`src/rtl/lfsr_pkg.sv`:
```
// Shared types, default constants and the Galois step function for the LFSR
// random-number blocks.
package lfsr_pkg;

  typedef enum logic {
    EMPTY = 1'b0,
    FULL  = 1'b1
  } fill_state_t;

  localparam logic [31:0] DEFAULT_TAPS = 32'h80200003;
  localparam logic [31:0] DEFAULT_SEED = 32'hAEAF696C;

  // Widest state the step helper supports.
  localparam int LFSR_MAX_W = 64;

  // Narrower states are passed zero-extended, so the right shift never pulls
  // stray ones into the used bits and the caller simply truncates the result.
  function automatic logic [LFSR_MAX_W-1:0] lfsr_step(
    input logic [LFSR_MAX_W-1:0] state,
    input logic [LFSR_MAX_W-1:0] taps
  );
    return state[0] ? ((state >> 1) ^ taps) : (state >> 1);
  endfunction

endpackage

```
`src/rtl/lfsr_core.sv`:
```
// Galois LFSR state register with seed load and zero-state recovery.
// Exposes only the low candidate bits so a wrapper can sample it directly.
module lfsr_core
  import lfsr_pkg::*;
#(
  parameter int                LFSR_W   = 32,
  parameter logic [LFSR_W-1:0] TAPS     = DEFAULT_TAPS[LFSR_W-1:0],
  parameter logic [LFSR_W-1:0] SEED     = DEFAULT_SEED[LFSR_W-1:0],
  parameter int                SAMPLE_W = 4
) (
  input  logic                clock,
  input  logic                reset,
  input  logic                i_enable,
  input  logic                i_seedLoad,
  input  logic [LFSR_W-1:0]   i_seedIn,
  output logic [SAMPLE_W-1:0] o_cand,
  output logic                o_stateOk
);

  logic [LFSR_W-1:0] r_state;
  logic [LFSR_W-1:0] w_stepped;
  logic [LFSR_W-1:0] w_seedSafe;

  assign w_stepped  = LFSR_W'(lfsr_step(LFSR_MAX_W'(r_state), LFSR_MAX_W'(TAPS)));
  assign w_seedSafe = (i_seedIn == '0) ? SEED : i_seedIn;

  // A zero state would lock the LFSR forever, so it is replaced by SEED on
  // any edge, even while stepping is disabled.
  always_ff @(posedge clock or posedge reset) begin
    if (reset) begin
      r_state <= SEED;
    end else if (i_seedLoad) begin
      r_state <= w_seedSafe;
    end else if (r_state == '0) begin
      r_state <= SEED;
    end else if (i_enable) begin
      r_state <= w_stepped;
    end
  end

  assign o_cand    = r_state[SAMPLE_W-1:0];
  assign o_stateOk = (r_state != '0);

endmodule

```
`src/rtl/lfsr_rand_stream.sv`:
```
// Pseudo-random sample stream: LFSR candidates filtered by rejection sampling
// into a one-entry valid/ready output register with a saturating fallback.
module lfsr_rand_stream
  import lfsr_pkg::*;
#(
  parameter int                LFSR_W    = 32,
  parameter logic [LFSR_W-1:0] TAPS      = DEFAULT_TAPS[LFSR_W-1:0],
  parameter logic [LFSR_W-1:0] SEED      = DEFAULT_SEED[LFSR_W-1:0],
  parameter int                SAMPLE_W  = 4,
  parameter int                OUT_W     = 32,
  parameter int                MAX_TRIES = 8
) (
  input  logic                clock,
  input  logic                reset,
  input  logic                enable,
  input  logic                seed_load,
  input  logic [LFSR_W-1:0]   seed_in,
  input  logic                mode,
  input  logic [SAMPLE_W-1:0] limit,
  output logic                rand_valid,
  input  logic                rand_ready,
  output logic [OUT_W-1:0]    rand_out,
  output logic                sat_flag
);

  localparam int TRIES_W = (MAX_TRIES > 1) ? $clog2(MAX_TRIES) : 1;
  localparam logic [TRIES_W-1:0]  LAST_TRY = TRIES_W'(MAX_TRIES - 1);
  localparam logic [SAMPLE_W-1:0] MOST_NEG = SAMPLE_W'(1) << (SAMPLE_W - 1);

  fill_state_t         r_fsm;
  fill_state_t         w_fsmNext;
  logic [TRIES_W-1:0]  r_tries;
  logic [TRIES_W-1:0]  w_triesNext;
  logic [OUT_W-1:0]    r_out;
  logic [OUT_W-1:0]    w_outNext;
  logic                r_sat;
  logic                w_satNext;
  logic [SAMPLE_W-1:0] w_cand;
  logic                w_stateOk;
  logic                w_accept;
  logic [OUT_W-1:0]    w_candExt;
  logic                w_handshake;
  logic                w_doEval;

  lfsr_core #(
    .LFSR_W  (LFSR_W),
    .TAPS    (TAPS),
    .SEED    (SEED),
    .SAMPLE_W(SAMPLE_W)
  ) u_core (
    .clock     (clock),
    .reset     (reset),
    .i_enable  (enable),
    .i_seedLoad(seed_load),
    .i_seedIn  (seed_in),
    .o_cand    (w_cand),
    .o_stateOk (w_stateOk)
  );

  // Signed mode only rejects the most-negative code so the range is symmetric.
  always_comb begin
    w_accept  = mode ? (w_cand != MOST_NEG) : (w_cand <= limit);
    w_candExt = mode ? OUT_W'(signed'(w_cand)) : OUT_W'(w_cand);
  end

  assign w_handshake = (r_fsm == FULL) && rand_ready;

  // A handshake with enable high re-evaluates in the same cycle, which lets
  // the register deliver one sample per clock when candidates keep passing.
  always_comb begin
    w_fsmNext   = r_fsm;
    w_triesNext = r_tries;
    w_outNext   = r_out;
    w_satNext   = r_sat;
    w_doEval    = 1'b0;
    if (seed_load) begin
      w_fsmNext   = EMPTY;
      w_triesNext = '0;
      w_satNext   = 1'b0;
    end else if (r_fsm == FULL) begin
      if (w_handshake) begin
        if (enable && w_stateOk) begin
          w_doEval = 1'b1;
        end else begin
          w_fsmNext = EMPTY;
        end
      end
    end else if (enable && w_stateOk) begin
      w_doEval = 1'b1;
    end
    if (w_doEval) begin
      if (w_accept) begin
        w_outNext   = w_candExt;
        w_satNext   = 1'b0;
        w_fsmNext   = FULL;
        w_triesNext = '0;
      end else if (r_tries == LAST_TRY) begin
        w_outNext   = '0;
        w_satNext   = 1'b1;
        w_fsmNext   = FULL;
        w_triesNext = '0;
      end else begin
        w_fsmNext   = EMPTY;
        w_triesNext = r_tries + TRIES_W'(1);
      end
    end
  end

  always_ff @(posedge clock or posedge reset) begin
    if (reset) begin
      r_fsm   <= EMPTY;
      r_tries <= '0;
      r_out   <= '0;
      r_sat   <= 1'b0;
    end else begin
      r_fsm   <= w_fsmNext;
      r_tries <= w_triesNext;
      r_out   <= w_outNext;
      r_sat   <= w_satNext;
    end
  end

  assign rand_valid = (r_fsm == FULL);
  assign rand_out   = r_out;
  assign sat_flag   = r_sat;

endmodule

```
`config.mk`:
```
export PLATFORM = sky130hd
export DESIGN_NAME = lfsr_rand_stream
export DESIGN_NICKNAME = d
export VERILOG_FILES = /design/src/rtl/lfsr_pkg.sv /design/src/rtl/lfsr_core.sv /design/src/rtl/lfsr_rand_stream.sv
export SDC_FILE = /design/constraint.sdc
export NUM_CORES = 1
export LEC_CHECK = 0
export ABC_AREA = 1
export CORE_MARGIN = 2
export CORE_UTILIZATION = 45
export DETAILED_ROUTE_END_ITERATION = 8
export GPL_TIMING_DRIVEN = 0
export PLACE_DENSITY = 0.73
export REMOVE_ABC_BUFFERS = 1
export SKIP_LAST_GASP = 1
export SLEW_MARGIN = 10
export SYNTH_ARGS = -nofsm -noshare
export SYNTH_HDL_FRONTEND = slang
export SYNTH_SLANG_ARGS = --single-unit
```
`constraint.sdc`:
```
create_clock -name clock -period 2.8 [get_ports clock]
set_input_delay 0.56 -clock clock [delete_from_list [all_inputs] [get_ports clock]]
set_output_delay 0.56 -clock clock [all_outputs]
set_load 0.05 [all_outputs]
```
==> results of run 1 <==
## final cells by class
class / instances / area (µm²) / area share
flip-flops and latches: 42 / 1070 / 0.303
well taps: 77 / 96.3 / 0.0272
multi-input cells: 283 / 1360 / 0.383
clock buffers: 8 / 80.1 / 0.0226
repair buffers: 76 / 766 / 0.216
inverters: 45 / 169 / 0.0477
## worst max path at each step
stage	start	endpoint	slack (ns)	cells after the start
2_1_floorplan	rand_out[30]	rand_out[10]	-6.40	0
3_3_place_gp	seed_load	u_core.r_state[10]	-1.02	6
3_5_place_dp	seed_load	u_core.r_state[10]	0.11	6
4_1_cts	rand_out[30]	rand_out[20]	0.17	1
5_1_grt	rand_out[30]	rand_out[20]	0.06	1
6_report	rand_out[30]	rand_out[20]	0.21	1
## synthesized netlist by cell type
master and instances:
o211ai_1 1, clkbuf_1 3, inv_1 43, xor2_1 1, nand4_1 5, buf_4 30, nor2_2 2, dfstp_2 19
nand2_4 1, nand2_1 140, buf_6 2, o21ai_1 14, nand3_4 2, a21oi_1 2, o21ai_0 17, buf_1 3
or2_2 1, inv_2 2, nand3_1 25, buf_2 3, nand2_2 1, nor2_1 44, mux2i_1 1, o31ai_4 1
dfrtp_1 23, nand3b_1 18, ha_1 7
## cells by family (layout without fill, tap and decap cells)
| logic type | Yosys count | after routing |
|---|---|---|
| buffers and inverters | 86 | 129 |
| xor gates and xnor gates | 1 | 1 |
| muxes | 1 | 1 |
| and+or+nand+nor | 239 | 239 |
| AOI/OAI and AO/OA | 35 | 35 |
| DFF | 42 | 42 |
| adders and majority gates | 7 | 7 |
## layer usage
layer / global-route usage / vias up / part of all wire
met4: 0.0528 / 0 / 0.0065
met1: 0.232 / 1224 / 0.45
li1: - / 1342 / -
met5: 0 / - / 0
met3: 0.0406 / 6 / 0.059
met2: 0.355 / 84 / 0.49
## flip-flops by register name, indices dropped and copies added (netlist names)
name            cells
rand_valid          1
u_core.r_state     32
r_tries             3
rand_out            5
sat_flag            1
## power groups by stage
| stage | sequential (µW) | clock (µW) | combinational [µW] |
|---|---|---|---|
| final | 789 | 379 | 941 |
| after global routing | 802 | 407 | 1010 |
| after CTS | 788 | 384 | 947 |
| after detailed placement | 798 | 0 | 943 |
| after global placement | 792 | 0 | 926 |
| after floorplan | 1070 | 0 | 237 |
## metrics by stage
stage	cells	setup WS, ns	setup TNS, ns	utilization	cell area [µm²]
after floorplan	370	-6.40	-185.46	-	2600
after global placement	522	-1.02	-35.81	0.549	3440
after detailed placement	523	0.114	0	0.552	3460
after CTS	531	0.166	0	0.564	3540
after global routing	531	0.0577	0	0.564	3540
final	531	0.213	0	0.564	3540
==> qor.yml, run 1 <==
run_status:
  outcome: "finished, final reports clean"
floorplan:
  core-area_um2: 6280
  start_util: 0.459
  fp-row-count: 29
  die_w_um: 84.0
  die_h_um: 84.0
  dieArea_um2: 7060
  ioPinCount: 76
setup_path:
  crit_path_start_kind: "flop"
  crit_path_max_incr_delay_ns: 0.93
  r2r_start: "u_core.r_state[0]"
  timing.critical_path.required_ns: 2.24
  worstRegToRegCells: 12
  path_cells: "clkdlybuf4s50_1"
  critPathMaxFanout: 29
  cp_slowest_cell: "clkdlybuf4s50_1"
  endpoint_kind: "output pin"
  criticalPathCategory: "flop to output pin"
  crit_arrival_ns: 2.03
  r2r-end: "u_core.r_state[31]"
  crit_family: "buffers and inverters"
  rrSetupSlack_ns: 0.36
  cp_num_buf_inv: 1
synthesis:
  synthTopCellsByArea: "dfrtp_1, nand2_1, dfstp_2, buf_4, nor2_1"
  synth_cells: 411
  syn_avg_cell_area_um2: 7.01
  synth_top_area_cell: "dfrtp_1"
  synth_area_um2: 2880
  synth_mux_area_frac: 0.00347
  synthSimpleGateAreaFrac: 0.365
  yosys_warnings: 0
  yosysSeqAreaShare: 0.373
  synth_cell_types: 27
  synth_xor_area_frac: 0.00304
  synth_top_cell_area_share: 0.200
  synth_compound_area_frac: 0.0673
  synth_seq_cells: 42
  synth_top_family_by_area: "simple AND/OR/NAND/NOR gates"
  synth_adder_area_share: 0.0304
clock_network:
  path_clk_slew_ns: 0.08
  clockBufferDepth: 2
  cts_buffers: 5
  cts_tree: "yes"
  clock-sinks: 42
  postCtsResizedCells: 0
  cts-root-buf: "clkbuf_8"
  cts_setup_buffers: 0
  hold_buffers: 0
  clock_latency_ns: 0.29
  htree_levels: 2
finish:
  antenna_cells: 0
  fill_cells: 602
  drive_gt1_frac: 0.0837
  final_cell_mix: "nand2_1, clkdlybuf4s50_1, nor2_1"
  syn_to_final_growth_pct: 22.9
  final_common_cell: "nand2_1"
  final_nets: 502
timing:
  hold_viol_final: 0
  post-route-period-util: 0.924
  rsz0062_at_grt: "false"
  worst_pin_slew_ns: 0.920
  setup_viol: 0
  slew_headroom: 0.386
  drv_slew: 0
  fin_worst_hold_slack_ns: 0.479
  finClkSkew_ns: 0.00858
  fmax_ghz: 0.387
  fin_crit_ns: 2.59
pwr:
  p_comb_frac: 0.446
  p_sw_uw: 899
  power_uw: 2110
  p_clk_frac: 0.180
  swShare: 0.426
  p_int_uw: 1210
  power_density_nw_per_um2: 595
  seqPwrFrac: 0.374
  peakVddDrop_v: 0.000480
  leakage_uw: 0.00172
global_route:
  grt_pass1_vias: 2540
  antenna_found_initial: 0
  grt_pass1_wl_mm: 11.3
  track_usage: 0.195
  grt_max_degree: 40
  grt_overflow: 0
drt:
  drc_errors: 0
  num_vias: 2656
  viasPerCell: 5.00
  drt_wl_total_mm: 6.75
  drt_iter0_drc: 121
  post_drt_wl_per_cell_um: 12.7
  drt_pass1_iterations: 5
  postRouteAntennaNets: 0
worst_hold_path:
  hold_end: "u_core.r_state[8]"
  min_path_type: "flop to flop"
  holdPathStages: 2
  hold_start: "u_core.r_state[8]"
placed_design:
  detailed_place_hpwl_mm: 4.80
  gp_congestion: 0.780
  numPortBuffers: 75
job:
  max_cap_violations: 0
Power figures use the tool's default switching activity.
==> run 2: changes to the inputs <==
--- a/config.mk
+++ b/config.mk
@@ -13,7 +13,6 @@
 export PLACE_DENSITY = 0.73
 export REMOVE_ABC_BUFFERS = 1
 export SKIP_LAST_GASP = 1
-export SLEW_MARGIN = 10
 export SYNTH_ARGS = -nofsm -noshare
 export SYNTH_HDL_FRONTEND = slang
 export SYNTH_SLANG_ARGS = --single-unit
==> run 2 against run 1 <==
  * Core utilization grew 0.22 points
  * Cell area grew 0.39%
  * Wire length shrank 1.2%
  * Sequential cell count is the same
  * Sequential power is essentially flat
  * Combinational power shrank 0.7%
  * Fmax grew 0.26%
  * Critical endpoint unchanged
  * Largest power group unchanged
  * Highest routed layer unchanged
==> qor.yml, run 2 (synthesis results as in run 1) <==
global_route:
  grt_pass1_wl_mm: 11.4
  grt_overflow: 0
  track_usage: 0.196
  grt_pass1_vias: 2547
  antenna_found_initial: 0
  grt_max_degree: 43
drt:
  drc_errors: 0
  drt_wl_total_mm: 6.67
  viasPerCell: 5.01
  drt_pass1_iterations: 4
  drt_iter0_drc: 116
  post_drt_wl_per_cell_um: 12.6
  postRouteAntennaNets: 0
  num_vias: 2656
placed_design:
  numPortBuffers: 75
  gp_congestion: 0.780
  detailed_place_hpwl_mm: 4.74
  post-place-cells: 522
setup_path:
  crit_arrival_ns: 2.02
  crit_path_start_kind: "flop"
  criticalPathCategory: "flop to output pin"
  crit_path_max_incr_delay_ns: 0.93
  cp_slowest_cell: "clkdlybuf4s50_1"
  critPathMaxFanout: 29
  timing.critical_path.required_ns: 2.24
  cp_num_buf_inv: 1
  endpoint_kind: "output pin"
  path_cells: "clkdlybuf4s50_1"
  crit_family: "buffers and inverters"
pwr:
  p_comb_frac: 0.428
  p_clk_frac: 0.211
  leakage_uw: 0.00173
  p_int_uw: 1280
  p_sw_uw: 903
  power_density_nw_per_um2: 613
  swShare: 0.414
  seqPwrFrac: 0.361
  peakVddDrop_v: 0.000437
clock_network:
  clock-sinks: 42
  cts_buffers: 5
  cts-root-buf: "clkbuf_8"
  path_clk_slew_ns: 0.08
  htree_levels: 2
  cts_setup_buffers: 0
  hold_buffers: 0
  clockBufferDepth: 2
  clock_latency_ns: 0.29
  cts_tree: "yes"
finish:
  largest_reg_flops: 32
  final_cell_mix: "nand2_1, clkdlybuf4s50_1, nor2_1"
  regMostFlops: "u_core.r_state"
  fill_cells: 604
  antenna_cells: 0
  syn_to_final_growth_pct: 23.4
  finalNonFillerCells: 530
  final_nets: 501
  drive_gt1_frac: 0.0905
  final_common_cell: "nand2_1"
timing:
  setup_viol: 0
  hold_viol_final: 0
  rsz0062_at_grt: "false"
  worst_pin_slew_ns: 0.926
  slew_headroom: 0.382
  drv_slew: 0
  fin_crit_ns: 2.58
  fin_worst_hold_slack_ns: 0.478
  finClkSkew_ns: 0.00490
  fmax_ghz: 0.388
  post-route-period-util: 0.922
floorplan:
  dieArea_um2: 7060
  die_h_um: 84.0
  ioPinCount: 76
  fp-row-count: 29
  start_util: 0.459
  core-area_um2: 6280
  die_w_um: 84.0
job:
  max_cap_violations: 0
run_status:
  outcome: "finished, final reports clean"
worst_hold_path:
  min_path_type: "flop to flop"
==> run 2: worst paths after layout <==
check	from	cells past startpoint	slack, ns	end
worst max register to register	u_core.r_state[0]	12	0.39	u_core.r_state[31]
worst max-delay path	rand_out[30]	1	0.22	rand_out[20]
max in group asynchronous	reset	2	1.49	u_core.r_state[28]
worst min-delay path	rand_out[0]	2	0.48	rand_out[0]
worst min register to register	rand_out[0]	2	0.48	rand_out[0]
min in group asynchronous	reset	2	0.77	r_tries[1]
==> run 2: power by group through the flow <==
stage	clock (µW)	sequential, µW	combinational, µW
2_1_floorplan	0	1070	237
3_3_place_gp	0	792	926
3_5_place_dp	0	798	939
4_1_cts	467	787	942
5_1_grt	495	802	1000
6_report	461	787	934
==> run 2: area by class of cell <==
class                      instances  area (µm²)  share of cell area
multi-input combinational        283        1360               0.381
tap                               77        96.3              0.0271
timing repair buffer              75         746               0.210
sequential                        42        1070               0.302
inverter                          45         173              0.0486
clock buffer                       8         110              0.0310
==> run 2: layer usage <==
layer  wire length, µm  track usage  share of wire  up-vias
met4                69       0.0469          0.010        0
met2              3310        0.349           0.50       88
met1              2890        0.241           0.43     1230
met5                 0            0              0        -
met3               396       0.0415          0.059        6
li1                  -            -              -     1332
==> run 2: per-stage QoR <==
step           setup WS [ns]  setup TNS (ns)  cell area (µm²)  total power, µW   util
2_1_floorplan          -6.40         -185.46             2600             1310      -
3_3_place_gp           -1.02          -35.81             3440             1720  0.549
3_5_place_dp           -1.03          -36.61             3440             1740  0.549
4_1_cts                0.146               0             3560             2200  0.567
5_1_grt               0.0664               0             3560             2300  0.566
6_report               0.220               0             3560             2180  0.566
==> run 2: what timing repair did <==
item / in CTS / in global routing
gates cloned: 0 / 0
setup endpoints to repair: 42 / 6
gates resized for setup: 5 / 2
==> run 3: changes to the inputs <==
--- a/config.mk
+++ b/config.mk
@@ -7,12 +7,13 @@
 export LEC_CHECK = 0
 export ABC_AREA = 1
 export CORE_MARGIN = 2
-export CORE_UTILIZATION = 45
+export CORE_UTILIZATION = 40
 export DETAILED_ROUTE_END_ITERATION = 8
 export GPL_TIMING_DRIVEN = 0
-export PLACE_DENSITY = 0.73
+export PLACE_DENSITY = 0.67
 export REMOVE_ABC_BUFFERS = 1
 export SKIP_LAST_GASP = 1
 export SYNTH_ARGS = -nofsm -noshare
 export SYNTH_HDL_FRONTEND = slang
+export SYNTH_HIERARCHICAL = 1
 export SYNTH_SLANG_ARGS = --single-unit
==> constraint.sdc (replaced) <==
create_clock -name clock -period 2.1 [get_ports clock]
set_input_delay 0.42 -clock clock [delete_from_list [all_inputs] [get_ports clock]]
set_output_delay 0.42 -clock clock [all_outputs]
set_load 0.05 [all_outputs]
==> run 3 against run 2 <==
  * Critical path depth increased by 14
  * Count of clock-buffer cells in the layout decreased by 2
  * Sequential share of layout area decreased by 2.3 points
  * Cell area increased by 8.6%
  * Sequential power increased by 30%
  * Global-route usage decreased by 1.2 points
  * Register-to-register slack got worse by 0.27 ns
  * Via count increased by 12%
  * Clock skew decreased by 0.00076 ns
  * Die area increased by 20%
==> qor.yml, run 3 <==
run_status:
  outcome: "finished, final reports clean"
timing:
  worst_pin_slew_ns: 0.545
  drv_slew: 0
  setup_tns_ns: 0
  setup_viol: 0
  fin_crit_ns: 1.98
  rsz0062_at_grt: "true"
  hold_viol_final: 0
  post-route-period-util: 0.940
  finClkSkew_ns: 0.00413
  fmax_ghz: 0.506
  slew_headroom: 0.635
drt:
  viasPerCell: 4.95
  drt_pass1_iterations: 4
  drt_iter0_drc: 186
  post_drt_wl_per_cell_um: 12.7
  drt_wl_total_mm: 7.64
  postRouteAntennaNets: 0
  num_vias: 2982
  drc_errors: 0
synthesis:
  synth_most_common_cell: "nand2_1"
  synthTopCellsByArea: "dfrtp_1, nand2_1, dfstp_2, nand3_1, buf_4"
  syn_avg_cell_area_um2: 6.75
  synth_area_um2: 3110
  synth_top_area_cell: "dfrtp_1"
  synth_seq_cells: 42
  synth_top_cell_area_share: 0.185
  yosysSeqAreaShare: 0.346
  synth_cells: 461
  synth_cell_types: 27
  yosys_warnings: 6
  ys_top_cells_by_count: "nand2_1, inv_1, nand3_1"
  synth-edff-count: 0
  ys_async_sr_fraction: 1.00
  synth_ff_type: "dfrtp_1"
pwr:
  p_sw_uw: 1220
  p_comb_frac: 0.391
  swShare: 0.403
  leakage_uw: 0.00206
  peakVddDrop_v: 0.000266
  p_int_uw: 1800
  power_density_nw_per_um2: 781
  seqPwrFrac: 0.339
  p_clk_frac: 0.270
floorplan:
  die_h_um: 92.2
  die_w_um: 92.2
  core-area_um2: 7650
  dieArea_um2: 8500
  start_util: 0.407
  fp-row-count: 32
  ioPinCount: 76
placed_design:
  detailed_place_hpwl_mm: 5.10
  gp_congestion: 0.768
  numPortBuffers: 75
clock_network:
  cts_tree: "yes"
  cts-root-buf: "clkbuf_8"
  cts_buffers: 5
  clockBufferDepth: 2
  clock_latency_ns: 0.30
  htree_levels: 2
  path_clk_slew_ns: 0.09
  clock-sinks: 42
finish:
  fill_cells: 769
  final_nets: 549
  drive_gt1_frac: 0.144
  syn_to_final_growth_pct: 24.1
  largest_reg_flops: 32
  seqCellArea_um2: 1080
  postLayoutCoreUtil: 0.505
  final_common_cell: "nand2_1"
  regMostFlops: "u_core/r_state"
  antenna_cells: 0
  final_cell_mix: "nand2_1, inv_1, nand3_1"
  multi_input_area_um2: 1460
global_route:
  grt_pass1_vias: 2763
  track_usage: 0.184
  antenna_found_initial: 0
  grt_max_degree: 48
  grt_pass1_wl_mm: 12.7
  grt_overflow: 0
setup_path:
  crit_arrival_ns: 2.17
  cp_slowest_cell: "dfrtp_1"
  rrSetupSlack_ns: 0.12
  crit_path_start_kind: "flop"
  criticalPathCategory: "flop to flop"
  critPathMostFrequentCell: "nand2_1"
  path_cells: "inv_1 -> ha_1 -> inv_1 -> nor2_1 -> nand2_1 -> nor2_4 -> nand2_4 -> nand2_1 -> inv_2 -> nand2_4 -> nor2_8 -> inv_2 -> nor2_1 -> o211ai_1 -> nand2_1"
  crit_path_max_incr_delay_ns: 0.39
  endpoint_kind: "flop"
  timing.critical_path.required_ns: 2.29
  critPathMaxFanout: 6
job:
  max_cap_violations: 0
worst_hold_path:
  min_path_type: "input port to asynchronous set/reset pin"
-- run 3: path summary, 6_finish.rpt --
check                                  start  cells after the start                  to
min in group clock               rand_out[1]                      2         rand_out[1]
max reg2reg                u_core/r_state[0]                     15        rand_out[30]
min                                    reset                      2  u_core/r_state[22]
min reg2reg                      rand_out[1]                      2         rand_out[1]
max in group asynchronous              reset                      3  u_core/r_state[31]
max                        u_core/r_state[0]                     15        rand_out[30]
-- run 3: metal layers --
metal | share of wire | GRT usage | up-vias
li1 | - | - | 1491
met2 | 0.48 | 0.328 | 97
met1 | 0.44 | 0.226 | 1382
met3 | 0.059 | 0.0329 | 12
met5 | 0 | 0 | -
met4 | 0.017 | 0.0572 | 0
-- run 3: area by class of cell --
type | count | share of cell area
Tap cell | 102 | 0.0331
Timing Repair inverter | 1 | 0.00130
Inverter | 72 | 0.0723
Sequential cell | 42 | 0.279
Clock buffer | 6 | 0.0214
Multi-Input combinational cell | 298 | 0.378
Clock inverter | 2 | 0.0156
Timing Repair Buffer | 80 | 0.200
-- run 3: critical path, delay by kind of cell, from the launching register on --
family / cells / cell delay, ns
adders and majority gates: 1 / 0.16
AOI/OAI and AO/OA: 1 / 0.20
and+or+nand+nor: 9 / 0.79
DFF: 1 / 0.39
buffers and inverters: 4 / 0.32
-- run 3: power groups by stage --
stage          Sequential (µW)  Clock, µW  Combinational, µW
5_1_grt                   1040        868               1270
4_1_cts                   1020        829               1170
6_report                  1020        813               1180
2_1_floorplan             1320          0                321
3_5_place_dp              1040          0               1240
3_3_place_gp              1040          0               1230
-- run 3: what timing repair did --
item	CTS	global route
hold buffers	0	0
cloned	2	0
buffers inserted	1	3
setup endpoints to repair	70	19
pin swaps	1	0
resized for setup	38	2
-- run 3: logic make-up (layout without fill, tap and decap cells) --
| logic type | after synthesis | count (layout) | share of synthesized area |
|---|---|---|---|
| fa+ha+maj | 7 | 7 | 0.0282 |
| compound gates | 34 | 34 | 0.0676 |
| buf+inv | 122 | 161 | 0.193 |
| flops | 42 | 42 | 0.346 |
| simple gates | 256 | 257 | 0.366 |
-- run 3: metrics by stage --
| step | power (µW) | cells | cell area [µm²] | hold slack, ns | setup WS, ns |
|---|---|---|---|---|---|
| finish | 3010 | 603 | 3860 | 0.423 | 0.125 |
| global placement | 2270 | 588 | 3660 | 0.456 | -2.54 |
| detailed placement | 2280 | 588 | 3650 | 0.459 | -1.25 |
| CTS | 3030 | 599 | 3800 | 0.428 | 0.0551 |
| floorplan | 1640 | 411 | 2780 | 0.260 | -7.00 |
| global route | 3180 | 603 | 3860 | 0.451 | -0.0717 |
